[src/rtl/cmd_exec.sv]
// Command executor: accepts calibrate/move commands, steers to a desired heading and
// ramps forward speed up and down over a counted number of line crossings.
module cmd_exec #(
    parameter logic [9:0]  FRWRD_INC  = 10'h010,
    parameter logic [9:0]  MAX_SPD    = 10'h2A0,
    parameter logic [11:0] ERR_THRESH = 12'h030
) (
    input  logic        clk,
    input  logic        rst_n,
    input  logic [15:0] cmd,
    input  logic        cmd_rdy,
    output logic        clr_cmd_rdy,
    output logic        send_resp,
    input  logic [11:0] heading,
    input  logic        heading_rdy,
    input  logic        cntrIR,
    input  logic        cal_done,
    output logic        strt_cal,
    output logic        moving,
    output logic [9:0]  frwrd,
    output logic [11:0] dsrd_hdg,
    output logic        fanfare_go
);

    typedef enum logic [2:0] {
        IDLE    = 3'd0,
        CAL     = 3'd1,
        HDG     = 3'd2,
        RAMP_UP = 3'd3,
        RAMP_DN = 3'd4
    } state_t;

    state_t      state_q, state_d;
    logic [9:0]  frwrd_q, frwrd_d;
    logic [11:0] dsrd_hdg_q, dsrd_hdg_d;
    logic [3:0]  op_q, op_d;
    logic [3:0]  sq_q, sq_d;
    logic [4:0]  cnt_q, cnt_d;
    logic        ir_s1_q, ir_s2_q, ir_s3_q;
    logic        resp_q, resp_d;
    logic        fan_q, fan_d;
    logic        moving_q, moving_d;

    logic        is_idle, accept, ir_rise, cnt_done, hdg_ok;
    logic [3:0]  cmd_op;
    logic [11:0] hdg_err, hdg_mag;
    logic [10:0] up_sum, dn_step;

    assign cmd_op   = cmd[15:12];
    assign is_idle  = !(state_q inside {CAL, HDG, RAMP_UP, RAMP_DN});
    assign accept   = rst_n && is_idle && cmd_rdy;
    assign ir_rise  = ir_s2_q && !ir_s3_q;
    assign cnt_done = ({1'b0, cnt_q} == {1'b0, sq_q, 1'b0});

    // Heading error wraps mod 2^12; magnitude of -2048 reads as 2048 unsigned.
    assign hdg_err = heading - dsrd_hdg_q;
    assign hdg_mag = hdg_err[11] ? (12'd0 - hdg_err) : hdg_err;
    assign hdg_ok  = (hdg_mag < ERR_THRESH);

    assign up_sum  = {1'b0, frwrd_q} + {1'b0, FRWRD_INC};
    assign dn_step = {FRWRD_INC, 1'b0};

    always_comb begin
        state_d     = state_q;
        frwrd_d     = frwrd_q;
        dsrd_hdg_d  = dsrd_hdg_q;
        op_d        = op_q;
        sq_d        = sq_q;
        cnt_d       = ir_rise ? cnt_q + 5'd1 : cnt_q;
        resp_d      = 1'b0;
        fan_d       = 1'b0;
        strt_cal    = 1'b0;
        clr_cmd_rdy = 1'b0;
        case (state_q)
            CAL: begin
                if (cal_done) begin
                    resp_d  = 1'b1;
                    state_d = IDLE;
                end
            end
            HDG: begin
                frwrd_d = '0;
                if (cnt_done) begin
                    state_d = RAMP_DN;
                end else if (heading_rdy && hdg_ok) begin
                    state_d = RAMP_UP;
                end
            end
            RAMP_UP: begin
                if (heading_rdy) begin
                    frwrd_d = (up_sum > {1'b0, MAX_SPD}) ? MAX_SPD : up_sum[9:0];
                end
                if (cnt_done) begin
                    state_d = RAMP_DN;
                end
            end
            RAMP_DN: begin
                if (frwrd_q == '0) begin
                    resp_d  = 1'b1;
                    fan_d   = (op_q == 4'b0011);
                    state_d = IDLE;
                end else if (heading_rdy) begin
                    frwrd_d = ({1'b0, frwrd_q} < dn_step) ? '0 : frwrd_q - dn_step[9:0];
                end
            end
            default: begin
                state_d = IDLE;
                frwrd_d = '0;
                if (accept) begin
                    clr_cmd_rdy = 1'b1;
                    op_d        = cmd_op;
                    sq_d        = cmd[3:0];
                    if (cmd_op == 4'b0000) begin
                        strt_cal = 1'b1;
                        state_d  = CAL;
                    end else if (cmd_op[3:1] == 3'b001) begin
                        if (cmd[3:0] != '0) begin
                            state_d    = HDG;
                            cnt_d      = '0;
                            dsrd_hdg_d = (cmd[11:4] == '0) ? '0 : {cmd[11:4], 4'hF};
                        end else begin
                            resp_d = 1'b1;
                            fan_d  = cmd_op[0];
                        end
                    end else begin
                        resp_d = 1'b1;
                    end
                end
            end
        endcase
        moving_d = (state_d inside {HDG, RAMP_UP, RAMP_DN});
    end

    always_ff @(posedge clk or negedge rst_n) begin
        if (!rst_n) begin
            state_q    <= IDLE;
            frwrd_q    <= '0;
            dsrd_hdg_q <= '0;
            op_q       <= '0;
            sq_q       <= '0;
            cnt_q      <= '0;
            ir_s1_q    <= 1'b0;
            ir_s2_q    <= 1'b0;
            ir_s3_q    <= 1'b0;
            resp_q     <= 1'b0;
            fan_q      <= 1'b0;
            moving_q   <= 1'b0;
        end else begin
            state_q    <= state_d;
            frwrd_q    <= frwrd_d;
            dsrd_hdg_q <= dsrd_hdg_d;
            op_q       <= op_d;
            sq_q       <= sq_d;
            cnt_q      <= cnt_d;
            ir_s1_q    <= cntrIR;
            ir_s2_q    <= ir_s1_q;
            ir_s3_q    <= ir_s2_q;
            resp_q     <= resp_d;
            fan_q      <= fan_d;
            moving_q   <= moving_d;
        end
    end

    assign send_resp  = resp_q;
    assign fanfare_go = fan_q;
    assign moving     = moving_q;
    assign frwrd      = frwrd_q;
    assign dsrd_hdg   = dsrd_hdg_q;

endmodule

[config.mk]
export PLATFORM = sky130hd
export DESIGN_NAME = cmd_exec
export DESIGN_NICKNAME = d
export VERILOG_FILES = /design/src/rtl/cmd_exec.sv
export SDC_FILE = /design/constraint.sdc
export NUM_CORES = 1
export LEC_CHECK = 0
export ABC_AREA = 1
export CAP_MARGIN = 10
export CORE_UTILIZATION = 40
export DETAILED_ROUTE_END_ITERATION = 8
export DONT_BUFFER_PORTS = 1
export PLACE_DENSITY = 0.62
export SKIP_CTS_REPAIR_TIMING = 1
export SYNTH_ARGS = -nofsm -noshare
export SYNTH_HDL_FRONTEND = slang
export SYNTH_SLANG_ARGS = --single-unit
[constraint.sdc]
create_clock -name clk -period 7.14 [get_ports clk]
set_clock_uncertainty 0.05 [all_clocks]
set_input_delay 0.357 -clock clk [delete_from_list [all_inputs] [get_ports clk]]
set_output_delay 0.357 -clock clk [all_outputs]
set_load 0.005 [all_outputs]
==> implementation parameters <==
Parameter                              Value

Outcome
  Result of the run    completed

Route
  Count of unresolved DRC violations after routing    0
  Number of detailed-routing iterations run before antenna repair    4
  Post-detailed-routing wire length    5991 um
  Via total after detailed routing    2,395
  DRT antenna net count    0
  Vias per cell    5.032
  Initial drt markers    98
  Wire per inst    12.59 um

Worst setup path
  Depth of the worst register-to-register path    17
  Required time of the critical path    7.32 ns
  Slack of the worst reg-to-reg path    4.50 ns
  Delay of the slowest critical-path stage    0.50 ns
  Crit-path max FO    7
  Slowest CP cell    sky130_fd_sc_hd__dfrtp_1
  List of cells traversed by the critical path    ha_1 -> fa_1 -> inv_1 -> nand2_1 -> nand2_1 -> nand2_2 -> xor2_2 -> nand2_1 -> nor2_2 -> nand2_1 -> nand3_1 -> nand3_1 -> nor2_1 -> nand3_1 -> nand2_1 -> nand2_1 -> nand2_1
  Arrival time at the worst endpoint    2.82 ns
  Classification of the worst setup path    flip-flop to flip-flop
  Crit Reg-Reg Endpoint    state_q[0]
  Startpoint Class    flip-flop
  Top Family by Delay on Critical Path    simple AND/OR/NAND/NOR gates
  Crit path buffers/inverters    1
  Most frequent cell on the critical path    sky130_fd_sc_hd__nand2_1
  Worst R2R Start    dsrd_hdg[3]
  Nature of the critical path endpoint    flip-flop

Floorplanning
  Total core area    6495 sq um
  Overall die width    85.03 um
  Area of the die    7230 sq um
  Total number of placement rows    29
  Initial Utilization    0.4246
  Number of ports placed on the die boundary    61
  Die height    85.03 um

Power
  Areal power density over the cells    316.8 nW/um^2
  Fraction of power consumed by sequential logic    0.347
  Leakage    1.617 nW
  Switching power as a share of total power    0.4192
  Internal power summed over all cells    542.6 uW
  Power dissipated by switching net loads    391.5 uW
  Combinational cell fraction of total power    0.449
  Clock share of power    0.204
  Maximum vdd drop    0.0001579 V

Worst hold path
  Type of the worst min-delay path    primary input to flip-flop
  Cell depth of the worst hold path    0
  Capture endpoint of the worst hold path    ir_s1_q
  HP Start    cntrIR

STA
  Relative slew slack    0.6132
  Final slew viol count    0
  Endpoints failing hold    0
  Fmax    0.3782 GHz
  # setup viols final    0
  Share of the clock period used by the worst path    0.3703
  Slew at the pin closest to its max-slew limit    0.5757 ns
  Post-route setup TNS    0 ns
  RSZ-0062 raised after global routing    no
  Post-layout minimum cycle time    2.644 ns
  Worst-case hold slack    0.04663 ns

Synthesis
  Count of different cell masters after synthesis    36
  Cell area after synthesis    2758 sq um
  Mean instance size in the synthesized netlist    6.929 sq um
  Cells after Synth    398
  Synth Warn #    0
  Share of the yosys chip area belonging to registers    0.3358
  Number of register bits inferred by synthesis    37

Flow run
  MaxCap Viol Count    0

Clock network
  Clock latency on the worst-skew pair    0.29 ns
  Deepest clock path buffer count    2
  Clock-pin slew of the registers on the worst-case setup and hold paths    0.08 ns
  CTS Root Buffer Type    sky130_fd_sc_hd__clkbuf_8
  # clock sinks    37
  TritonCTS clock tree    built
  TritonCTS buffer count    5
  H-tree level count    2

Layout
  Diodes inserted    0
  Post-route non-filler standard cell count    476
  Core occupancy in the finished layout    0.4541
  Area of all placed cells without fillers    2949 sq um
  Commonest cells after routing, fill and taps aside    sky130_fd_sc_hd__nand2_1, sky130_fd_sc_hd__inv_1, sky130_fd_sc_hd__dfrtp_1
  Post-layout nets    450
  Share of final-layout standard cells stronger than drive strength 1    0.05263
  Area delta synth->final    6.942%
  Most common cell after layout, fill and taps aside    sky130_fd_sc_hd__nand2_1
  Filler cell count    679

GRT
  Antenna violations before repair    0
  Global-route wire length before repair    10,470 um
  Vias in the first global route    2,370
  Overall Global Routing Usage    0.1818
  Largest net degree at the start of global routing    39
  Remaining global-route overflow    0

Placed design
  Total half-perimeter wirelength after legalization and detailed placement    4779 um
  Routability congestion estimate    0.8273
  DP Area    2791 sq um
  Count of input and output buffers    0
  Placed instance count    466
cell families (layout without fill, tap and decap cells):
kind of cell / count (synthesis) / in the layout / synth area share
buffers and inverters: 75 / 73 / 0.1125
AO/OA/AOI/OAI: 48 / 48 / 0.09529
flip-flops: 37 / 37 / 0.3358
AND/OR/NAND/NOR: 205 / 205 / 0.3235
adder cells (fa/ha/maj): 18 / 18 / 0.08439
other: 1 / 4 / 0.001360
XOR/XNOR: 14 / 14 / 0.04719
flip-flops by register name, indices dropped and copies added, names as in the netlist:
name,flops
ir_s2_q,1
ir_s3_q,1
op_q,4
frwrd,6
state_q,3
fanfare_go,1
dsrd_hdg,9
ir_s1_q,1
moving,1
sq_q,4
cnt_q,5
send_resp,1
per-layer routing:
metal / GRT usage / wire length [um] / up-vias
met3: 0.04183 / 257 / 8
met1: 0.2356 / 2973 / 1102
met5: 0 / 0 / -
met4: 0.06317 / 87 / 0
met2: 0.2984 / 2673 / 35
li1: - / - / 1250
metrics by stage:
stage	total power [mW]	worst slack [ns]
2_1_floorplan	0.6575	4.846
3_3_place_gp	0.7350	4.650
3_5_place_dp	0.7434	4.508
4_1_cts	0.9367	4.485
5_1_grt	1.032	4.127
6_report	0.9342	4.496
synth_stat cells, drive strengths merged:
master  number  area (sq um)
xnor2        5         43.79
buf          9         62.56
inv         63         236.5
nor3         6         35.03
nor4         4         25.02
a211oi       1         7.510
or4          1         7.510
o21ai       26         130.1
fa           1         20.02
nor2        27         108.9
o21bai       3         22.52
a22oi        1         7.510
nand2      126         478.0
o22ai        3         18.77
a32oi        1         8.760
conb         1         3.750
clkbuf       3         11.26
o31ai        1         7.510
nand3b       3         22.52
nand3       29         150.1
nand4        7         50.05
ha          17         212.7
or2          2         15.02
xor2         9         86.34
a21oi       12         60.06
dfrtp       37         925.9
layout make-up:
type                       instances  area, sq um  area share
tap                               77        96.34     0.03267
clock buffer                       6        82.58     0.02800
multi-input combinational        289         1533      0.5197
clock inverter                     2        37.54     0.01273
sequential                        37        925.9      0.3140
timing repair buffer               2        37.54     0.01273
inverter                          63        236.5     0.08019
worst max path at each step:
stage	startpoint	end	slack, ns	cells past startpoint
4_1_cts	dsrd_hdg[3]	state_q[0]	4.48	17
2_1_floorplan	dsrd_hdg[3]	state_q[0]	4.85	18
3_3_place_gp	dsrd_hdg[3]	state_q[0]	4.65	17
6_report	dsrd_hdg[3]	state_q[0]	4.50	17
5_1_grt	dsrd_hdg[3]	state_q[0]	4.13	17
3_5_place_dp	dsrd_hdg[3]	state_q[0]	4.51	17
power groups by stage:
stage / sequential, mW / clock (mW) / combinational (mW)
floorplan: 0.315 / 0 / 0.342
global placement: 0.328 / 0 / 0.407
detailed placement: 0.329 / 0 / 0.414
CTS: 0.325 / 0.195 / 0.416
global route: 0.333 / 0.203 / 0.495
finish: 0.325 / 0.191 / 0.419
No activity file was read; power rests on OpenSTA's default activity.
